<file path="src/rtl/fetch_pkg.sv">
// Shared types and constants for the instruction-fetch stage.
package fetch_pkg;

    localparam int INSTR_W = 32;
    localparam int ADDR_W  = 32;

    // addi x0, x0, 0 -- presented to the decoder whenever nothing is queued.
    localparam logic [INSTR_W-1:0] NOP_INSTR        = 32'h0000_0013;
    localparam logic [ADDR_W-1:0]  DEFAULT_RESET_PC = 32'h0000_0000;

    typedef enum logic {
        RUN  = 1'b0,
        HALT = 1'b1
    } state_t;

    // One prefetch-queue slot: the fetched word together with its address.
    typedef struct packed {
        logic [ADDR_W-1:0]  pc;
        logic [INSTR_W-1:0] instr;
    } fetch_entry_t;

    localparam int ENTRY_W = $bits(fetch_entry_t);

endpackage

</file>
<file path="src/rtl/fetch_queue.sv">
// Synchronous FIFO holding fetched {pc, instr} entries. Flush empties it in
// one edge; push while full is accepted only together with a pop.
module fetch_queue
    import fetch_pkg::*;
#(
    parameter int WIDTH = ENTRY_W,
    parameter int DEPTH = 2
) (
    input  logic             clk,
    input  logic             rst,
    input  logic             push,
    input  logic             pop,
    input  logic             flush,
    input  logic [WIDTH-1:0] wdata,
    output logic [WIDTH-1:0] rdata,
    output logic             full,
    output logic             empty
);

    localparam int AW = (DEPTH > 1) ? $clog2(DEPTH) : 1;
    localparam int CW = AW + 1;
    localparam logic [CW-1:0] DEPTH_C = CW'(DEPTH);

    logic [WIDTH-1:0] mem_q [DEPTH];
    logic [AW-1:0]    wr_ptr_q, wr_ptr_d;
    logic [AW-1:0]    rd_ptr_q, rd_ptr_d;
    logic [CW-1:0]    count_q, count_d;
    logic             do_push, do_pop;

    assign full  = (count_q == DEPTH_C);
    assign empty = (count_q == '0);
    assign rdata = mem_q[rd_ptr_q];

    // Pointer and occupancy update; flush overrides push and pop.
    always_comb begin
        // NOTE: every signal gets a default before any branch, so no latch is inferred.
        do_pop   = pop & ~empty;
        do_push  = push & (~full | do_pop);
        wr_ptr_d = wr_ptr_q;
        rd_ptr_d = rd_ptr_q;
        count_d  = count_q;
        if (flush) begin
            wr_ptr_d = '0;
            rd_ptr_d = '0;
            count_d  = '0;
        end else begin
            if (do_push) wr_ptr_d = wr_ptr_q + 1'b1;
            if (do_pop)  rd_ptr_d = rd_ptr_q + 1'b1;
            count_d = count_q + CW'(do_push) - CW'(do_pop);
        end
    end

    // Control registers with synchronous reset.
    always_ff @(posedge clk) begin
        // NOTE: sequential state uses non-blocking assignments so all flops update together.
        if (rst) begin
            wr_ptr_q <= '0;
            rd_ptr_q <= '0;
            count_q  <= '0;
        end else begin
            wr_ptr_q <= wr_ptr_d;
            rd_ptr_q <= rd_ptr_d;
            count_q  <= count_d;
        end
    end

    // Entry storage write port.
    always_ff @(posedge clk) begin
        // NOTE: storage is not reset; the occupancy count decides which slots are meaningful.
        if (do_push && !flush) mem_q[wr_ptr_q] <= wdata;
    end

    // Occupancy must never exceed the configured depth.
    always_ff @(posedge clk) begin
        if (!rst) begin
            count_bound: assert (count_q <= DEPTH_C);
        end
    end

endmodule

</file>
<file path="src/rtl/fetch_unit.sv">
// Instruction-fetch stage: owns the PC, reads IMEM combinationally, buffers
// fetched words in a prefetch queue and hands them to the decoder.
module fetch_unit
    import fetch_pkg::*;
#(
    parameter logic [ADDR_W-1:0] RESET_PC = DEFAULT_RESET_PC,
    parameter int                QDEPTH   = 2
) (
    input  logic               clk,
    input  logic               rst,
    output logic [ADDR_W-1:0]  imem_addr,
    input  logic [INSTR_W-1:0] imem_instr,
    input  logic               redirect_valid,
    input  logic [ADDR_W-1:0]  redirect_pc,
    output logic               out_valid,
    input  logic               out_ready,
    output logic [INSTR_W-1:0] out_instr,
    output logic [ADDR_W-1:0]  out_pc,
    output logic               misalign_err
);

    state_t             state_q, state_d;
    logic [ADDR_W-1:0]  pc_q, pc_d;
    logic               misalign_q, misalign_d;

    logic               running;
    logic               take_redirect;
    logic               push, pop;
    logic               q_full, q_empty;
    fetch_entry_t       wentry, head;

    fetch_queue #(
        .WIDTH (ENTRY_W),
        .DEPTH (QDEPTH)
    ) u_queue (
        .clk   (clk),
        .rst   (rst),
        .push  (push),
        .pop   (pop),
        .flush (take_redirect),
        .wdata (wentry),
        .rdata (head),
        .full  (q_full),
        .empty (q_empty)
    );

    assign imem_addr    = pc_q;
    assign misalign_err = misalign_q;
    assign wentry       = '{pc: pc_q, instr: imem_instr};
    assign out_instr    = q_empty ? NOP_INSTR : head.instr;
    assign out_pc       = q_empty ? '0 : head.pc;

    // Handshake, queue control, PC advance and FSM next-state.
    always_comb begin
        running       = (state_q == RUN);
        take_redirect = running & redirect_valid;
        out_valid     = ~q_empty & ~redirect_valid & running;
        pop           = out_valid & out_ready;
        // A full queue still accepts a fetch when the head leaves this cycle.
        push          = running & ~redirect_valid & (~q_full | pop);

        state_d    = state_q;
        pc_d       = pc_q;
        misalign_d = misalign_q;
        unique case (state_q)
            RUN: begin
                if (redirect_valid) begin
                    if (redirect_pc[1:0] != 2'b00) begin
                        // Misaligned target: stop fetching, keep the PC for debug.
                        state_d    = HALT;
                        misalign_d = 1'b1;
                    end else begin
                        pc_d = redirect_pc;
                    end
                end else if (push) begin
                    pc_d = pc_q + 32'd4;
                end
            end
            HALT: begin
                // Frozen until reset; redirects are ignored.
            end
        endcase
    end

    // PC, FSM state and sticky error registers.
    always_ff @(posedge clk) begin
        if (rst) begin
            pc_q       <= RESET_PC;
            state_q    <= RUN;
            misalign_q <= 1'b0;
        end else begin
            pc_q       <= pc_d;
            state_q    <= state_d;
            misalign_q <= misalign_d;
        end
    end

endmodule

</file>
<file path="config.mk">
export PLATFORM = sky130hd
export DESIGN_NAME = fetch_unit
export DESIGN_NICKNAME = d
export VERILOG_FILES = /design/src/rtl/fetch_pkg.sv /design/src/rtl/fetch_queue.sv /design/src/rtl/fetch_unit.sv
export SDC_FILE = /design/constraint.sdc
export NUM_CORES = 1
export LEC_CHECK = 0
export CORE_UTILIZATION = 45
export CTS_BUF_LIST = sky130_fd_sc_hd__clkbuf_4 sky130_fd_sc_hd__clkbuf_8
export CTS_CLUSTER_DIAMETER = 200
export CTS_CLUSTER_SIZE = 16
export DETAILED_ROUTE_END_ITERATION = 10
export GPL_ROUTABILITY_DRIVEN = 0
export MAX_ROUTING_LAYER = met4
export PLACE_DENSITY = 0.77
export SETUP_SLACK_MARGIN = 0.5
export SYNTH_ARGS = -nofsm -noshare
export SYNTH_HDL_FRONTEND = slang
export SYNTH_HIERARCHICAL = 1
export SYNTH_SLANG_ARGS = --single-unit
</file>
<file path="constraint.sdc">
create_clock -name clk -period 6.6 [get_ports clk]
set_clock_uncertainty 0.05 [all_clocks]
set_input_delay 0.66 -clock clk [delete_from_list [all_inputs] [get_ports clk]]
set_output_delay 0.66 -clock clk [all_outputs]
set_load 0.01 [all_outputs]
</file>
==> flow_metrics.env, run 1 <==
export IMPL_status="complete, no violations"
export IMPL_peakVddDrop_mv=0.1190
export IMPL_post_cts_resized=0
export IMPL_syn_nets=662
export IMPL_rows=46
export IMPL_ctsHoldBuffers=0
export IMPL_powerDensity_nw_per_um2=224.3
export IMPL_post_route_cells_drive_above_1_share_pct=15.26
export IMPL_ioPinCount=166
export IMPL_cts_sinks=167
export IMPL_netlist_instances=592
export IMPL_clockBufferDepth=2
export IMPL_setup_viol=0
export IMPL_ys_types=54
export IMPL_htreeDepth=4
export IMPL_synth_area_leader_cell="edfxtp_1"
export IMPL_seqCellArea_um2=4626
export IMPL_numCtsBuffers=17
export IMPL_final_common_cell="clkdlybuf4s50_1"
export IMPL_grt_usage_pct=22.54
export IMPL_grt_start_max_net_pins=68
export IMPL_p_int_mw=1.666
export IMPL_dominantRegCellSynth="edfxtp_1"
export IMPL_crit_chain="buf_4 -> mux2_2 -> or2_2 -> clkdlybuf4s50_1"
export IMPL_wl_um=17820
export IMPL_multi_input_area_um2=2673
export IMPL_crit_arrival_ps=2620
export IMPL_utilization_pct=60.46
export IMPL_yosys_top_cells_area="edfxtp_1 52%, dfxtp_1 11%, mux2_2 9.7%, nor2b_1 5.4%, a21oi_1 2.1%"
export IMPL_finalPower_mw=2.169
export IMPL_syn_to_final_growth_pct=30.13
export IMPL_yosys_warnings=6
export IMPL_vias_per_cell=5.567
export IMPL_dp_cells=944
export IMPL_fmax_mhz=300.4
export IMPL_drtIter0Drc=747
export IMPL_drc_errors=0
export IMPL_cp_required_ps=5890
export IMPL_dieArea_um2=17040
export IMPL_async_flop_share_pct=0
export IMPL_root_buffer="clkbuf_8"
export IMPL_antenna_found_initial=0
export IMPL_final_cells=976
export IMPL_n_antenna_cell=0
export IMPL_period_minus_slack_ps=3329
export IMPL_start_util_pct=46.46
export IMPL_cp_slowest_stage_delay_ps=650
export IMPL_maxCapViolCount=0
export IMPL_leakage_nw=3.212
export IMPL_drt_pass1_iter_count=6
export IMPL_crit_path_start_kind="flip-flop"
export IMPL_fp_dieH_um=130.5
export IMPL_ys_seq_area_share_pct=62.21
export IMPL_finalInstanceArea_um2=9673
export IMPL_combPwrFrac_pct=10.7
export IMPL_postCtsSetupBuffers=0
export IMPL_dp_slack_ps=2881
export IMPL_fp_dieW_um=130.5
export IMPL_reg2reg_slack_ps=3390
export IMPL_core_um2=16000
export IMPL_fin_tns_setup_ps=0
export IMPL_synth_top_area_share_pct=51.71
export IMPL_crit_path_end_kind="output pin"
export IMPL_clk_latency_ps=460
export IMPL_dpl_hpwl_um=11770
export IMPL_netlist_area_um2=7433
export IMPL_first_global_vias=5416
export IMPL_antenna_left=0
export IMPL_final_nets=817
export IMPL_avgSynthCellArea_um2=12.56
export IMPL_fill_cells=1265
export IMPL_avgRoutedWirePerCell_um=18.26
export IMPL_fin_hold_ws_ps=439.3
export IMPL_switchingPower_mw=0.5035
export IMPL_via_count=5433
export IMPL_post_route_period_util_pct=50.43
export IMPL_rsz0062_at_grt="no"
export IMPL_synth_seq_cells=167
export IMPL_overflow=0
export IMPL_hold_path_class="flip-flop to flip-flop"
export IMPL_final_max_slew_viol_count=0
export IMPL_cts_tree="yes"
export IMPL_clkPwrFrac_pct=33.5
export IMPL_p_seq_share_pct=55.8
export IMPL_most_common_layout_cells="164 x clkdlybuf4s50_1, 128 x edfxtp_1, 64 x nor2b_1, 64 x mux2_2, 38 x dfxtp_1"
export IMPL_slew_headroom_pct=26.92
export IMPL_hold_viol=0
export IMPL_slowest_stage="buf_4"
export IMPL_worstMarginPinSlew_ps=1096
export IMPL_synth_edff_count=128
export IMPL_criticalPathCategory="flip-flop to output pin"
export IMPL_grt_pass1_wl_um=27810
export IMPL_placed_area_um2=9279
export IMPL_clk_pin_slew_worst_paths_ps=90
export IMPL_cp_max_fo=64
export IMPL_netSwitchingFraction_pct=23.21
export IMPL_finalWorstSetupSlack_ps=3271
export IMPL_port_buffers=165
power groups by stage:
stage | Clock [mW] | Combinational [mW] | Sequential (mW)
3_5_place_dp | 0 | 0.231 | 1.23
2_1_floorplan | 0 | 0.107 | 1.23
3_3_place_gp | 0 | 0.225 | 1.23
5_1_grt | 0.787 | 0.249 | 1.22
6_report | 0.728 | 0.232 | 1.21
4_1_cts | 0.744 | 0.233 | 1.21
cell usage after synthesis, types with 8 or more instances:
cell and n:
clkbuf_1 17, and3_1 14, nor2b_1 64, o21ai_0 18
nand2_1 33, dfxtp_1 39, buf_2 15, mux2i_1 11
nor2_1 33, nand4_1 8, a21oi_1 31, mux2_2 64
nand3_1 24, edfxtp_1 128
layout make-up:
type | instances | area share [%]
clock buffer | 17 | 2.419
tap | 216 | 2.794
timing repair buffer | 171 | 17.49
sequential | 167 | 47.82
clock inverter | 15 | 1.656
multi-input combinational | 385 | 27.63
inverter | 5 | 0.1940
worst max-delay path: cells and delay by family, from the launching register on:
family | cells | cell delay, ps
buf+inv | 2 | 1140
flops | 1 | 320
mux | 1 | 410
simple gates | 1 | 270
state kept, by name, summed over array words and instances, names as in the netlist, named ones only:
signal,cells
u_queue/count_q,2
u_queue/mem_q,128
u_queue/wr_ptr_q,1
u_queue/rd_ptr_q,1
misalign_err,1
state_q,1
imem_addr,32
layer usage:
layer | wire (µm) | GRT usage, % | vias up | part of all wire, %
met3 | 1245 | 4.397 | 46 | 7.0
met5 | 0 | - | - | 0
met2 | 8913 | 37.22 | 265 | 50
li1 | - | - | 2518 | -
met1 | 7122 | 26.65 | 2604 | 40
met4 | 539 | 10.48 | 0 | 3.0
logic make-up after synthesis:
group / Yosys count / synth area share (%)
compound gates: 92 / 7.878
xor+xnor: 3 / 0.3535
fa+ha+maj: 2 / 0.3366
buf+inv: 40 / 2.323
flops: 167 / 62.21
mux: 75 / 11.18
simple gates: 213 / 15.72
path summary, 6_finish.rpt:
path                                       from                              to  depth (start not counted)
hold / removal        misalign_err$_SDFFE_PP0P_       misalign_err$_SDFFE_PP0P_                          2
hold reg to reg       misalign_err$_SDFFE_PP0P_       misalign_err$_SDFFE_PP0P_                          2
setup reg to reg  u_queue/count_q[1]$_SDFF_PP0_  u_queue/mem_q[1][37]$_DFFE_PP_                          7
setup / recovery                      flip-flop                    out_instr[0]                          4
(Power assumes the default switching activity.)
==> inputs of run 2 (changes only) <==
- clock period: 6.6 -> 3 ns (I/O delays scaled with it)
==> run 2 against run 1 <==
  * Total power grew 130%
  * Clock-buffer cell count grew 1
  * Via count grew 1.3%
  * Setup slack lost 2700 ps
  * Register-to-register slack lost 2700 ps
  * Core utilization grew 2.7 points
  * Combinational power grew 130%
  * Critical path type unchanged
  * Highest routed layer unchanged
==> flow_metrics.env, run 2 (same netlist as run 1, synthesis figures left out) <==
export IMPL_status="complete, no violations"
export IMPL_grt_start_max_net_pins=65
export IMPL_cp_max_fo=19
export IMPL_syn_to_final_growth_pct=35.85
export IMPL_cp_required_ps=2650
export IMPL_clk_pin_slew_worst_paths_ps=90
export IMPL_cts_tree="yes"
export IMPL_numCtsBuffers=17
export IMPL_fp_dieW_um=130.5
export IMPL_ioPinCount=166
export IMPL_hold_depth=4
export IMPL_grt_pass1_wl_um=27690
export IMPL_setup_viol=0
export IMPL_fill_cells=1254
export IMPL_dpl_hpwl_um=11890
export IMPL_overflow=0
export IMPL_avgRoutedWirePerCell_um=18.45
export IMPL_dieArea_um2=17040
export IMPL_powerDensity_nw_per_um2=500.4
export IMPL_root_buffer="clkbuf_8"
export IMPL_start_util_pct=46.46
export IMPL_criticalPathCategory="flip-flop to output pin"
export IMPL_core_um2=16000
export IMPL_drtIter0Drc=412
export IMPL_fp_dieH_um=130.5
export IMPL_drt_pass1_iter_count=6
export IMPL_r2r_end="u_queue/count_q[1]$_SDFF_PP0_"
export IMPL_vias_per_cell=5.531
export IMPL_clk_latency_ps=450
export IMPL_fmax_mhz=417.1
export IMPL_n_antenna_cell=0
export IMPL_largest_reg_flops=128
export IMPL_htreeDepth=4
export IMPL_top_register="u_queue/mem_q"
export IMPL_most_common_layout_cells="128 x clkdlybuf4s50_1, 128 x edfxtp_1, 64 x nor2b_1, 64 x mux2_2, 36 x dfxtp_1"
export IMPL_r2r_start="u_queue/count_q[0]$_SDFF_PP0_"
export IMPL_finalPower_mw=5.053
export IMPL_antenna_found_initial=0
export IMPL_wl_um=18350
export IMPL_final_max_slew_viol_count=0
export IMPL_rows=46
export IMPL_worstHoldStart="redirect_valid"
export IMPL_via_count=5503
export IMPL_drc_errors=0
export IMPL_antenna_left=0
export IMPL_first_global_vias=5402
export IMPL_leakage_nw=3.823
export IMPL_final_nets=837
export IMPL_maxCapViolCount=0
export IMPL_rsz0062_at_grt="no"
export IMPL_post_route_period_util_pct=79.91
export IMPL_seqCellArea_um2=4633
export IMPL_reg2reg_slack_ps=660
export IMPL_worstMarginPinSlew_ps=637.3
export IMPL_clockBufferDepth=2
export IMPL_slew_headroom_pct=57.36
export IMPL_port_buffers=165
export IMPL_crit_path_start_kind="flip-flop"
export IMPL_grt_usage_pct=22.47
export IMPL_post_route_cells_drive_above_1_share_pct=18.61
export IMPL_crit_path_end_kind="output pin"
export IMPL_cts_sinks=167
export IMPL_multi_input_area_um2=2705
export IMPL_peakVddDrop_mv=0.2721
export IMPL_crit_arrival_ps=2050
export IMPL_fin_tns_setup_ps=0
export IMPL_ff2ff_path_depth=11
export IMPL_hold_path_class="primary input to flip-flop"
export IMPL_period_minus_slack_ps=2397
export IMPL_hold_viol=0
export IMPL_min_to="imem_addr[23]$_SDFFE_PP0P_"
## run 2: cell types whose count changed in the layout (fill, tap and decap cells not counted), sizes merged, moves of 3 or more
cell and change:
clkinv -6, dlymetal6s2s +22, clkdlybuf4s50 -36, buf +19
dlygate4sd2 +14, bufinv +3
## run 2: final cells by class
| class | instances | share of cell area [%] |
|---|---|---|
| clock inverters | 13 | 2.255 |
| inverters | 5 | 0.2106 |
| well taps | 216 | 2.676 |
| flip-flops and latches | 167 | 45.88 |
| multi-input cells | 385 | 26.79 |
| repair buffers | 191 | 19.80 |
| clock buffers | 18 | 2.391 |
## run 2: worst max path at each step
stage,depth (start not counted),slack [ps],to,start
detailed placement,11,420,u_queue/count_q[1]$_SDFF_PP0_,out_ready
global placement,11,510,u_queue/count_q[1]$_SDFF_PP0_,out_ready
global route,4,520,out_pc[5],flip-flop
CTS,4,490,out_instr[0],flip-flop
floorplan,6,-280,u_queue/mem_q[1][0]$_DFFE_PP_,u_queue/count_q[0]$_SDFF_PP0_
finish,4,600,out_pc[0],flip-flop
## run 2: layer usage
metal	vias up	track usage (%)	wire, µm
met5	-	-	0
met4	0	9.466	429
met3	34	4.682	1394
met2	269	36.45	9001
met1	2652	27.34	7527
li1	2548	-	-
## run 2: stage by stage
step                      cells  instance area, µm²  util [%]  worst slack [ps]  hold WS (ps)
after floorplan             592                7501         -            -284.6         326.8
after global placement      956                9444     59.02             505.1         410.7
after detailed placement    956                9444     59.02             420.7         441.3
after CTS                   990                9995     62.46             489.0         271.9
after global routing        995               10100     63.11             519.3         294.0
final                       995               10100     63.11             602.7         289.7
## run 2: timing repair
action,CTS,global route
resized for setup,20,25
hold buffers,0,0
cloned,2,0
pin swaps,0,1
setup buffers,1,5
setup endpoints to repair,64,38
## run 2: worst max-delay path, stage by stage, from the launching register on
cell and delay, ps:
dfxtp_4 430, buf_12 180, mux2_2 340, nor2b_1 140
clkdlybuf4s50_1 500
## run 2: where the power goes
part	internal [mW]	total [mW]	switching [mW]
Combinational	0.276	0.527	0.251
Sequential	2.59	2.66	0.0705
Clock	1.08	1.87	0.793
==> inputs of run 3 (changes only) <==
- clock period: 3 -> 2 ns (I/O delays scaled with it)
==> run 3 against run 2 <==
  * Critical path type is now flip-flop to flip-flop
  * Sequential share of layout area is 6.9 points lower
  * Highest routed layer unchanged
  * Clock-buffer cell count up 1
  * Setup slack got worse by 860 ps
  * Sequential cell count unchanged
  * The run now ends with negative setup slack left
  * First-iteration DRC count is 30% higher
  * Largest power group unchanged
==> flow_metrics.env, run 3 (same netlist as run 1, synthesis figures left out) <==
export IMPL_status="finished with violations"
export IMPL_violations="negative setup slack"
export IMPL_maxCapViolCount=0
export IMPL_rows=46
export IMPL_leakage_nw=4.578
export IMPL_r2r_start="u_queue/count_q[0]$_SDFF_PP0_"
export IMPL_fin_tns_setup_ps=-28600
export IMPL_powerDensity_nw_per_um2=631.3
export IMPL_criticalPathCategory="flip-flop to flip-flop"
export IMPL_hold_path_class="primary input to flip-flop"
export IMPL_most_common_layout_cells="128 x edfxtp_1, 99 x clkdlybuf4s50_1, 67 x buf_6, 60 x mux2_4, 53 x buf_4"
export IMPL_critPathMostFrequentCell="inv_2"
export IMPL_drtIter0Drc=534
export IMPL_dp_cells=990
export IMPL_dpl_hpwl_um=12550
export IMPL_path_buf_inv=2
export IMPL_dp_slack_ps=-521.5
export IMPL_slowest_stage="dfxtp_4"
export IMPL_slew_headroom_pct=69.64
export IMPL_clockBufferDepth=2
export IMPL_final_nets=930
export IMPL_worstMarginPinSlew_ps=455.3
export IMPL_dieArea_um2=17040
export IMPL_numCtsBuffers=17
export IMPL_htreeDepth=4
export IMPL_crit_arrival_ps=2570
export IMPL_final_common_cell="edfxtp_1"
export IMPL_antenna_found_initial=0
export IMPL_path_depth=11
export IMPL_final_cells=1089
export IMPL_wl_um=23080
export IMPL_root_buffer="clkbuf_8"
export IMPL_port_buffers=165
export IMPL_fmax_mhz=442.1
export IMPL_n_antenna_cell=0
export IMPL_grt_usage_pct=25.65
export IMPL_gr_usage_met2_pct=44.01
export IMPL_syn_to_final_growth_pct=61.20
export IMPL_peakVddDrop_mv=0.3646
export IMPL_crit_path_end_kind="flip-flop"
export IMPL_cp_slowest_stage_delay_ps=380
export IMPL_first_global_vias=5851
export IMPL_finalWorstSetupSlack_ps=-261.9
export IMPL_clk_pin_slew_worst_paths_ps=90
export IMPL_rsz0062_at_grt="yes"
export IMPL_cts_sinks=167
export IMPL_cp_max_fo=3
export IMPL_fp_dieW_um=130.5
export IMPL_crit_chain="nand2b_4 -> inv_2 -> a211o_1 -> inv_2 -> xor2_1 -> o21ai_1 -> nor2_1 -> ha_2 -> xnor2_2 -> or3_1 -> and3_4"
export IMPL_top_usage_layer="met2"
export IMPL_reg2reg_slack_ps=-260
export IMPL_start_util_pct=46.46
export IMPL_final_max_slew_viol_count=0
export IMPL_vias_per_cell=5.595
export IMPL_antenna_left=0
export IMPL_met1_usage_pct=30.48
export IMPL_drt_pass1_iter_count=6
export IMPL_largest_reg_flops=128
export IMPL_clk_latency_ps=460
export IMPL_fp_dieH_um=130.5
export IMPL_ctsHoldBuffers=0
export IMPL_cp_required_ps=2310
export IMPL_ff2ff_path_depth=11
export IMPL_period_minus_slack_ps=2262
export IMPL_core_um2=16000
export IMPL_cts_tree="yes"
export IMPL_r2r_end="u_queue/count_q[1]$_SDFF_PP0_"
export IMPL_use_met3_pct=5.090
export IMPL_grt_pass1_wl_um=31420
export IMPL_overflow=0
export IMPL_post_route_cells_drive_above_1_share_pct=46.05
export IMPL_setup_viol=213
export IMPL_post_route_period_util_pct=113.1
export IMPL_fill_cells=936
export IMPL_grt_start_max_net_pins=38
export IMPL_crit_path_start_kind="flip-flop"
export IMPL_worstHoldStart="imem_instr[30]"
export IMPL_via_count=6093
export IMPL_drc_errors=0
export IMPL_avgRoutedWirePerCell_um=21.20
export IMPL_hold_depth=1
export IMPL_min_to="u_queue/mem_q[0][30]$_DFFE_PP_"
export IMPL_hold_viol=0
export IMPL_top_register="u_queue/mem_q"
export IMPL_ioPinCount=166
export IMPL_path_delay_family="simple AND/OR/NAND/NOR gates"
run 3: cell types whose count changed in the layout (fill, tap and decap cells not counted), sizes merged:
cell,before,now
buf,26,178
bufbuf,1,4
bufinv,6,2
clkbuf,18,22
clkdlybuf4s50,128,99
clkinv,3,9
clkinvlp,3,0
dlygate4sd2,14,0
dlymetal6s2s,22,0
inv,6,7
run 3: power by group:
group / switching (mW) / internal [mW]
registers: 0.0965 / 3.88
logic: 0.540 / 0.697
clock network: 1.22 / 1.13
run 3: how the worst max path moves through the flow:
stage                                  start                       endpoint  slack (ps)
6_report       u_queue/count_q[0]$_SDFF_PP0_  u_queue/count_q[1]$_SDFF_PP0_        -260
5_1_grt        u_queue/count_q[0]$_SDFF_PP0_  u_queue/count_q[1]$_SDFF_PP0_        -350
4_1_cts        u_queue/count_q[1]$_SDFF_PP0_  u_queue/count_q[1]$_SDFF_PP0_        -230
3_5_place_dp                       out_ready  u_queue/count_q[1]$_SDFF_PP0_        -520
3_3_place_gp                       out_ready  u_queue/count_q[1]$_SDFF_PP0_        -340
2_1_floorplan  u_queue/count_q[0]$_SDFF_PP0_  u_queue/mem_q[1][0]$_DFFE_PP_       -1280
run 3: metal layers:
metal / vias up / routed length, µm
met5: - / 0
met1: 3028 / 9032
met3: 44 / 1442
li1: 2747 / -
met4: 0 / 432
met2: 274 / 12180
run 3: what timing repair did:
| item | CTS | global route |
|---|---|---|
| buffers inserted | 38 | 12 |
| gates cloned | 13 | 4 |
| pin swaps | 18 | 18 |
| gates resized for setup | 381 | 138 |
| setup endpoints to repair | 263 | 263 |
run 3: final cells by class:
type	count	area (µm²)	area share, %
Clock inverter	13	128.9	1.076
Clock buffer	19	249.0	2.078
Timing Repair Buffer	284	3199	26.70
Multi-Input combinational cell	385	3450	28.79
Sequential cell	167	4667	38.95
Inverter	5	18.77	0.1566
Tap cell	216	270.3	2.255
run 3: per-stage QoR:
stage | hold slack [ps] | utilization (%) | area, µm² | power (mW)
global route | 265.5 | 74.89 | 11980 | 7.785
finish | 275.8 | 74.89 | 11980 | 7.564
global placement | 411.4 | 61.71 | 9874 | 4.899
CTS | 255.1 | 69.72 | 11160 | 7.408
floorplan | 226.8 | - | 7666 | 4.439
detailed placement | 417.3 | 61.71 | 9874 | 4.930
